--- config.mk ---
export PLATFORM = sky130hd
export DESIGN_NAME = impact_access_sequencer
export DESIGN_NICKNAME = d
export VERILOG_FILES = /design/src/rtl/impact_access_sequencer.sv
export SDC_FILE = /design/constraint.sdc
export NUM_CORES = 1
export LEC_CHECK = 0
export ABC_CLOCK_PERIOD_IN_PS = 3200
export CAP_MARGIN = 20
export CORE_UTILIZATION = 48
export DETAILED_ROUTE_END_ITERATION = 7
export PLACE_DENSITY = 0.88
export SLEW_MARGIN = 5
export SYNTH_ARGS = -nofsm -noshare
export SYNTH_HDL_FRONTEND = slang
export SYNTH_SLANG_ARGS = --single-unit
--- constraint.sdc ---
create_clock -name clk -period 3.2 [get_ports clk]
set_input_delay 0.32 -clock clk [delete_from_list [all_inputs] [get_ports clk]]
set_output_delay 0.32 -clock clk [all_outputs]
set_load 0.02 [all_outputs]
--- src/rtl/impact_access_sequencer.sv ---
// Host-side access sequencer for the IMPACT SRAM head: stages host bytes into a
// 32-bit write word, runs timed precharge/access windows on the bank, and
// returns the selected byte of a read word. Single outstanding request.
module impact_access_sequencer #(
    parameter int unsigned PRE_CYCLES    = 2,
    parameter int unsigned ACCESS_CYCLES = 3
) (
    input  logic        clk,
    input  logic        rst,
    input  logic        cmd_valid,
    output logic        cmd_ready,
    input  logic        cmd_write,
    input  logic [1:0]  cmd_bank,
    input  logic [9:0]  cmd_word,
    input  logic [1:0]  cmd_byte,
    input  logic [7:0]  cmd_data,
    output logic        rsp_valid,
    output logic [7:0]  rsp_data,
    output logic        sram_pre,
    output logic        sram_read_en,
    output logic        sram_write_en,
    output logic [1:0]  sram_bank,
    output logic [9:0]  sram_word,
    output logic [31:0] sram_wdata,
    input  logic [31:0] sram_rdata
);

    localparam int unsigned CNT_W  = 8;
    localparam int unsigned BANK_W = 2;
    localparam int unsigned WORD_W = 10;
    localparam int unsigned LANE_W = 2;
    localparam int unsigned BYTE_W = 8;
    localparam int unsigned DATA_W = 32;

    localparam logic [CNT_W-1:0] PRE_LOAD = CNT_W'(PRE_CYCLES - 1);
    localparam logic [CNT_W-1:0] ACC_LOAD = CNT_W'(ACCESS_CYCLES - 1);
    localparam logic [LANE_W-1:0] COMMIT_LANE = LANE_W'(3);

    typedef enum logic [2:0] {
        ST_IDLE      = 3'd0,
        ST_PRECHARGE = 3'd1,
        ST_WRITE     = 3'd2,
        ST_READ      = 3'd3,
        ST_RESPOND   = 3'd4
    } state_t;

    state_t              state_q, state_d;
    logic [CNT_W-1:0]    cnt_q, cnt_d;
    logic                is_write_q, is_write_d;
    logic [LANE_W-1:0]   lane_q, lane_d;
    logic [DATA_W-1:0]   hold_q, hold_d;
    logic [BANK_W-1:0]   bank_q, bank_d;
    logic [WORD_W-1:0]   word_q, word_d;
    logic [BYTE_W-1:0]   rsp_data_q, rsp_data_d;
    logic                cmd_ready_q;
    logic                pre_q;
    logic                read_en_q;
    logic                write_en_q;
    logic                rsp_valid_q;
    logic                accept_c;
    logic [BYTE_W-1:0]   rd_byte_c;

    // Byte-lane select of the live bank read word.
    always_comb begin
        rd_byte_c = sram_rdata[7:0];
        case (lane_q)
            2'd0: rd_byte_c = sram_rdata[7:0];
            2'd1: rd_byte_c = sram_rdata[15:8];
            2'd2: rd_byte_c = sram_rdata[23:16];
            2'd3: rd_byte_c = sram_rdata[31:24];
            default: rd_byte_c = sram_rdata[7:0];
        endcase
    end

    // Next-state, counter, staging and latch logic.
    always_comb begin
        state_d    = state_q;
        cnt_d      = cnt_q;
        is_write_d = is_write_q;
        lane_d     = lane_q;
        hold_d     = hold_q;
        bank_d     = bank_q;
        word_d     = word_q;
        rsp_data_d = rsp_data_q;
        accept_c   = cmd_valid && cmd_ready_q;

        case (state_q)
            ST_IDLE: begin
                if (accept_c) begin
                    if (cmd_write) begin
                        case (cmd_byte)
                            2'd0: hold_d[7:0]   = cmd_data;
                            2'd1: hold_d[15:8]  = cmd_data;
                            2'd2: hold_d[23:16] = cmd_data;
                            2'd3: hold_d[31:24] = cmd_data;
                            default: hold_d = hold_q;
                        endcase
                        // Only the lane-3 write commits the staged word.
                        if (cmd_byte == COMMIT_LANE) begin
                            bank_d     = cmd_bank;
                            word_d     = cmd_word;
                            is_write_d = 1'b1;
                            cnt_d      = PRE_LOAD;
                            state_d    = ST_PRECHARGE;
                        end
                    end else begin
                        bank_d     = cmd_bank;
                        word_d     = cmd_word;
                        lane_d     = cmd_byte;
                        is_write_d = 1'b0;
                        cnt_d      = PRE_LOAD;
                        state_d    = ST_PRECHARGE;
                    end
                end
            end
            ST_PRECHARGE: begin
                if (cnt_q == '0) begin
                    cnt_d   = ACC_LOAD;
                    state_d = is_write_q ? ST_WRITE : ST_READ;
                end else begin
                    cnt_d = cnt_q - CNT_W'(1);
                end
            end
            ST_WRITE: begin
                if (cnt_q == '0) begin
                    state_d = ST_IDLE;
                end else begin
                    cnt_d = cnt_q - CNT_W'(1);
                end
            end
            ST_READ: begin
                // Last read cycle: capture the requested byte for the response.
                if (cnt_q == '0) begin
                    rsp_data_d = rd_byte_c;
                    state_d    = ST_RESPOND;
                end else begin
                    cnt_d = cnt_q - CNT_W'(1);
                end
            end
            ST_RESPOND: begin
                state_d = ST_IDLE;
            end
            default: begin
                state_d = ST_IDLE;
                cnt_d   = '0;
            end
        endcase
    end

    // State and registered outputs; strobes are decoded from the next state.
    always_ff @(posedge clk or negedge rst) begin
        if (!rst) begin
            state_q     <= ST_IDLE;
            cnt_q       <= '0;
            is_write_q  <= 1'b0;
            lane_q      <= '0;
            hold_q      <= '0;
            bank_q      <= '0;
            word_q      <= '0;
            rsp_data_q  <= '0;
            cmd_ready_q <= 1'b1;
            pre_q       <= 1'b0;
            read_en_q   <= 1'b0;
            write_en_q  <= 1'b0;
            rsp_valid_q <= 1'b0;
        end else begin
            state_q     <= state_d;
            cnt_q       <= cnt_d;
            is_write_q  <= is_write_d;
            lane_q      <= lane_d;
            hold_q      <= hold_d;
            bank_q      <= bank_d;
            word_q      <= word_d;
            rsp_data_q  <= rsp_data_d;
            cmd_ready_q <= (state_d == ST_IDLE);
            pre_q       <= (state_d == ST_PRECHARGE);
            read_en_q   <= (state_d == ST_READ);
            write_en_q  <= (state_d == ST_WRITE);
            rsp_valid_q <= (state_d == ST_RESPOND);
        end
    end

    assign cmd_ready     = cmd_ready_q;
    assign rsp_valid     = rsp_valid_q;
    assign rsp_data      = rsp_data_q;
    assign sram_pre      = pre_q;
    assign sram_read_en  = read_en_q;
    assign sram_write_en = write_en_q;
    assign sram_bank     = bank_q;
    assign sram_word     = word_q;
    assign sram_wdata    = hold_q;

endmodule

==> impl_metrics.env <==
export IMPL_rows=29
export IMPL_clock_sinks=71
export IMPL_crit_type="reg -> reg"
export IMPL_ys_ff_latch=71
export IMPL_timing_rr_start="cnt_q[0]$_DFFE_PN0P_"
export IMPL_clock_skew_final_ps=8.94
export IMPL_r2r_slack_ps=1050
export IMPL_met3_usage=0.0736
export IMPL_rsz0062_at_grt="no"
export IMPL_overflow=0
export IMPL_postCtsHoldBufs=0
export IMPL_synth_edf_count=0
export IMPL_core_um2=6350
export IMPL_n_antenna_cell=0
export IMPL_rr_worst_depth=6
export IMPL_whs_ps=177
export IMPL_cts_buffers=9
export IMPL_clock_tree_root_cell="clkbuf_8"
export IMPL_max_freq_ghz=0.465
export IMPL_insertion_delay_ps=350
export IMPL_drc_errors=0
export IMPL_synthCells=227
export IMPL_crit_chain="inv_1, ha_1, or3b_2, nor2_1, nand3_2, mux2_2"
export IMPL_start_kind="register"
export IMPL_synth_fp_nets=287
export IMPL_clk_pin_slew_ps=80
export IMPL_async_flop_share=1.00
export IMPL_cp_top_family="simple AND/OR/NAND/NOR gates"
export IMPL_design_power_total_mw=3.55
export IMPL_status="finished, final reports clean"
export IMPL_hold_viol_final=0
export IMPL_period_share=0.672
export IMPL_cp_max_fo=10
export IMPL_area_growth_pct=44.5
export IMPL_first_global_vias=2438
export IMPL_wl_per_cell_um=17.0
export IMPL_h_tree_depth=3
export IMPL_cp_required_ps=3430
export IMPL_setup_viol=0
export IMPL_finalWirelength_um=7250
export IMPL_slew_headroom=0.427
export IMPL_die_h_um=83.1
export IMPL_synth_avg_cell_area_um2=13.9
export IMPL_cp_num_cells=6
export IMPL_irDropWorstVdd_v=0.000578
export IMPL_drive_gt1_frac=0.266
export IMPL_port_buffers=114
export IMPL_crit_path_end_kind="register"
export IMPL_gp_congestion=0.845
export IMPL_io_pins=115
export IMPL_antenna_found_initial=0
export IMPL_cp_num_buf_inv=1
export IMPL_r2r_end="rsp_data[4]$_DFFE_PN0P_"
export IMPL_final_nets=405
export IMPL_grt_use_met2=0.354
export IMPL_cts_resized=0
export IMPL_cp_arrival_ps=2380
export IMPL_drtAntennaViolNets=0
export IMPL_dieArea_um2=6900
export IMPL_cts_buffer_depth=2
export IMPL_ys_warnings_count=0
export IMPL_grt_max_degree=72
export IMPL_grt_pass1_wl_um=11900
export IMPL_ys_seq_area_frac=0.564
export IMPL_die_w_um=83.1
export IMPL_p_leak_nw=1.99
export IMPL_first_iter_violations=151
export IMPL_gr_usage_all_layers=0.222
export IMPL_drtPass1Iterations=4
export IMPL_start_util=0.497
export IMPL_tightest_slew_ps=860
export IMPL_min_period_ps=2150
export IMPL_place_hpwl_um=5090
export IMPL_worstHoldPathType="in -> async"
export IMPL_drv_slew=0
export IMPL_crit_path_top_delay_cell="or3b_2"
export IMPL_synth_area_um2=3150
export IMPL_postCtsSetupRepairBufs=0
export IMPL_p_per_area_nw_per_um2=779
export IMPL_viasPerCell=5.52
export IMPL_drv_cap=0
export IMPL_top_usage_layer="met2"
export IMPL_cts_tree="built"
export IMPL_crit_path_max_incr_delay_ps=470
export IMPL_num_vias=2357
export IMPL_synth_flop_cell="dfrtp_1"
export IMPL_grt_util_met1=0.278
export IMPL_final_setup_tns_ps=0
export IMPL_synth_cell_types=48
how the worst max path moves through the flow:
stage | start | end | slack [ps]
detailed placement | cmd_byte[0] | cnt_q[3]$_DFFE_PN0P_ | 910
CTS | cnt_q[0]$_DFFE_PN0P_ | rsp_data[4]$_DFFE_PN0P_ | 1020
finish | cnt_q[0]$_DFFE_PN0P_ | rsp_data[4]$_DFFE_PN0P_ | 1050
global route | cnt_q[0]$_DFFE_PN0P_ | rsp_data[6]$_DFFE_PN0P_ | 900
floorplan | cnt_q[0]$_DFFE_PN0P_ | rsp_data[0]$_DFFE_PN0P_ | 1280
global placement | cmd_valid | sram_wdata[18]$_DFFE_PN0P_ | 970
cells in the final DEF, fill, tap and decap left out, drive strengths merged, types with 2 or more instances in the layout:
cell type | Yosys | final
nand4 | 2 | 2
o21bai | 2 | 2
mux2 | 54 | 54
nor3 | 2 | 2
o21ai | 7 | 7
nand3 | 5 | 5
inv | 8 | 9
clkbuf | 5 | 10
a21oi | 10 | 10
nand2 | 6 | 6
buf | 4 | 3
dfrtp | 70 | 70
or4 | 5 | 5
nor4 | 2 | 2
clkdlybuf4s50 | 0 | 113
clkinv | 0 | 3
mux4 | 8 | 8
o31ai | 3 | 3
or3 | 2 | 2
or2 | 2 | 2
nor3b | 2 | 2
nor2 | 7 | 7
or3b | 2 | 2
ha | 2 | 2
per-stage QoR:
stage	cells	cell area [um2]	util	setup WS, ps
3_5_place_dp	411	4350	0.685	912
5_1_grt	427	4560	0.718	904
6_report	427	4560	0.718	1050
2_1_floorplan	227	3150	-	1280
3_3_place_gp	411	4350	0.685	972
4_1_cts	427	4560	0.718	1020
sequential cells by signal, summed over array words and instances, names as in the netlist, 2 cells and up:
| register | flops |
|---|---|
| sram_bank | 2 |
| sram_wdata | 32 |
| sram_word | 10 |
| lane_q | 2 |
| state_q | 3 |
| rsp_data | 8 |
| cnt_q | 8 |
synthesized netlist by cell type, drive strengths merged (2+ instances only):
cell type | number | share of area
dfrtp | 70 | 0.56
mux2 | 54 | 0.19
a21oi | 10 | 0.016
inv | 8 | 0.0095
mux4 | 8 | 0.057
nor2 | 7 | 0.0083
o21ai | 7 | 0.011
nand2 | 6 | 0.0071
clkbuf | 5 | 0.0091
nand3 | 5 | 0.0095
or4 | 5 | 0.012
buf | 4 | 0.0067
o31ai | 3 | 0.0071
ha | 2 | 0.0079
nand4 | 2 | 0.0040
nor3 | 2 | 0.0048
nor3b | 2 | 0.0063
nor4 | 2 | 0.0040
o21bai | 2 | 0.0048
or2 | 2 | 0.0040
or3 | 2 | 0.0056
or3b | 2 | 0.0056
cell type report:
cell class | instances | area [um2]
Timing Repair Buffer | 116 | 1150
Clock buffer | 10 | 138
Sequential cell | 71 | 1780
Inverter | 8 | 30.0
Clock inverter | 6 | 68.8
Multi-Input combinational cell | 139 | 1300
Tap cell | 77 | 96.3
Fill cell | 415 | 1790
report_power, final:
part | leakage [nW] | internal (mW) | total, mW | switching [mW]
logic | 0.967 | 0.772 | 1.42 | 0.649
clock network | 0.103 | 0.385 | 0.735 | 0.350
registers | 0.918 | 1.17 | 1.39 | 0.225
total | 1.99 | 2.33 | 3.55 | 1.22
worst reg2reg max path, cell delays in order, from the launching register on:
cell and delay, ps:
dfrtp_1 410, inv_1 90, ha_1 150, or3b_2 470, nor2_1 280, nand3_2 290
mux2_2 350
metal layers:
layer / wire length (um) / share of wire
met3: 484 / 0.067
met1: 2950 / 0.41
met5: 0 / 0
met2: 3680 / 0.51
met4: 140 / 0.019
cell families after synthesis:
family / synth area share
muxes: 0.253
AOI/OAI and AO/OA: 0.0619
buffers and inverters: 0.0254
DFF: 0.564
adders and majority gates: 0.00793
and+or+nand+nor: 0.0881
(Power assumes the default switching activity.)
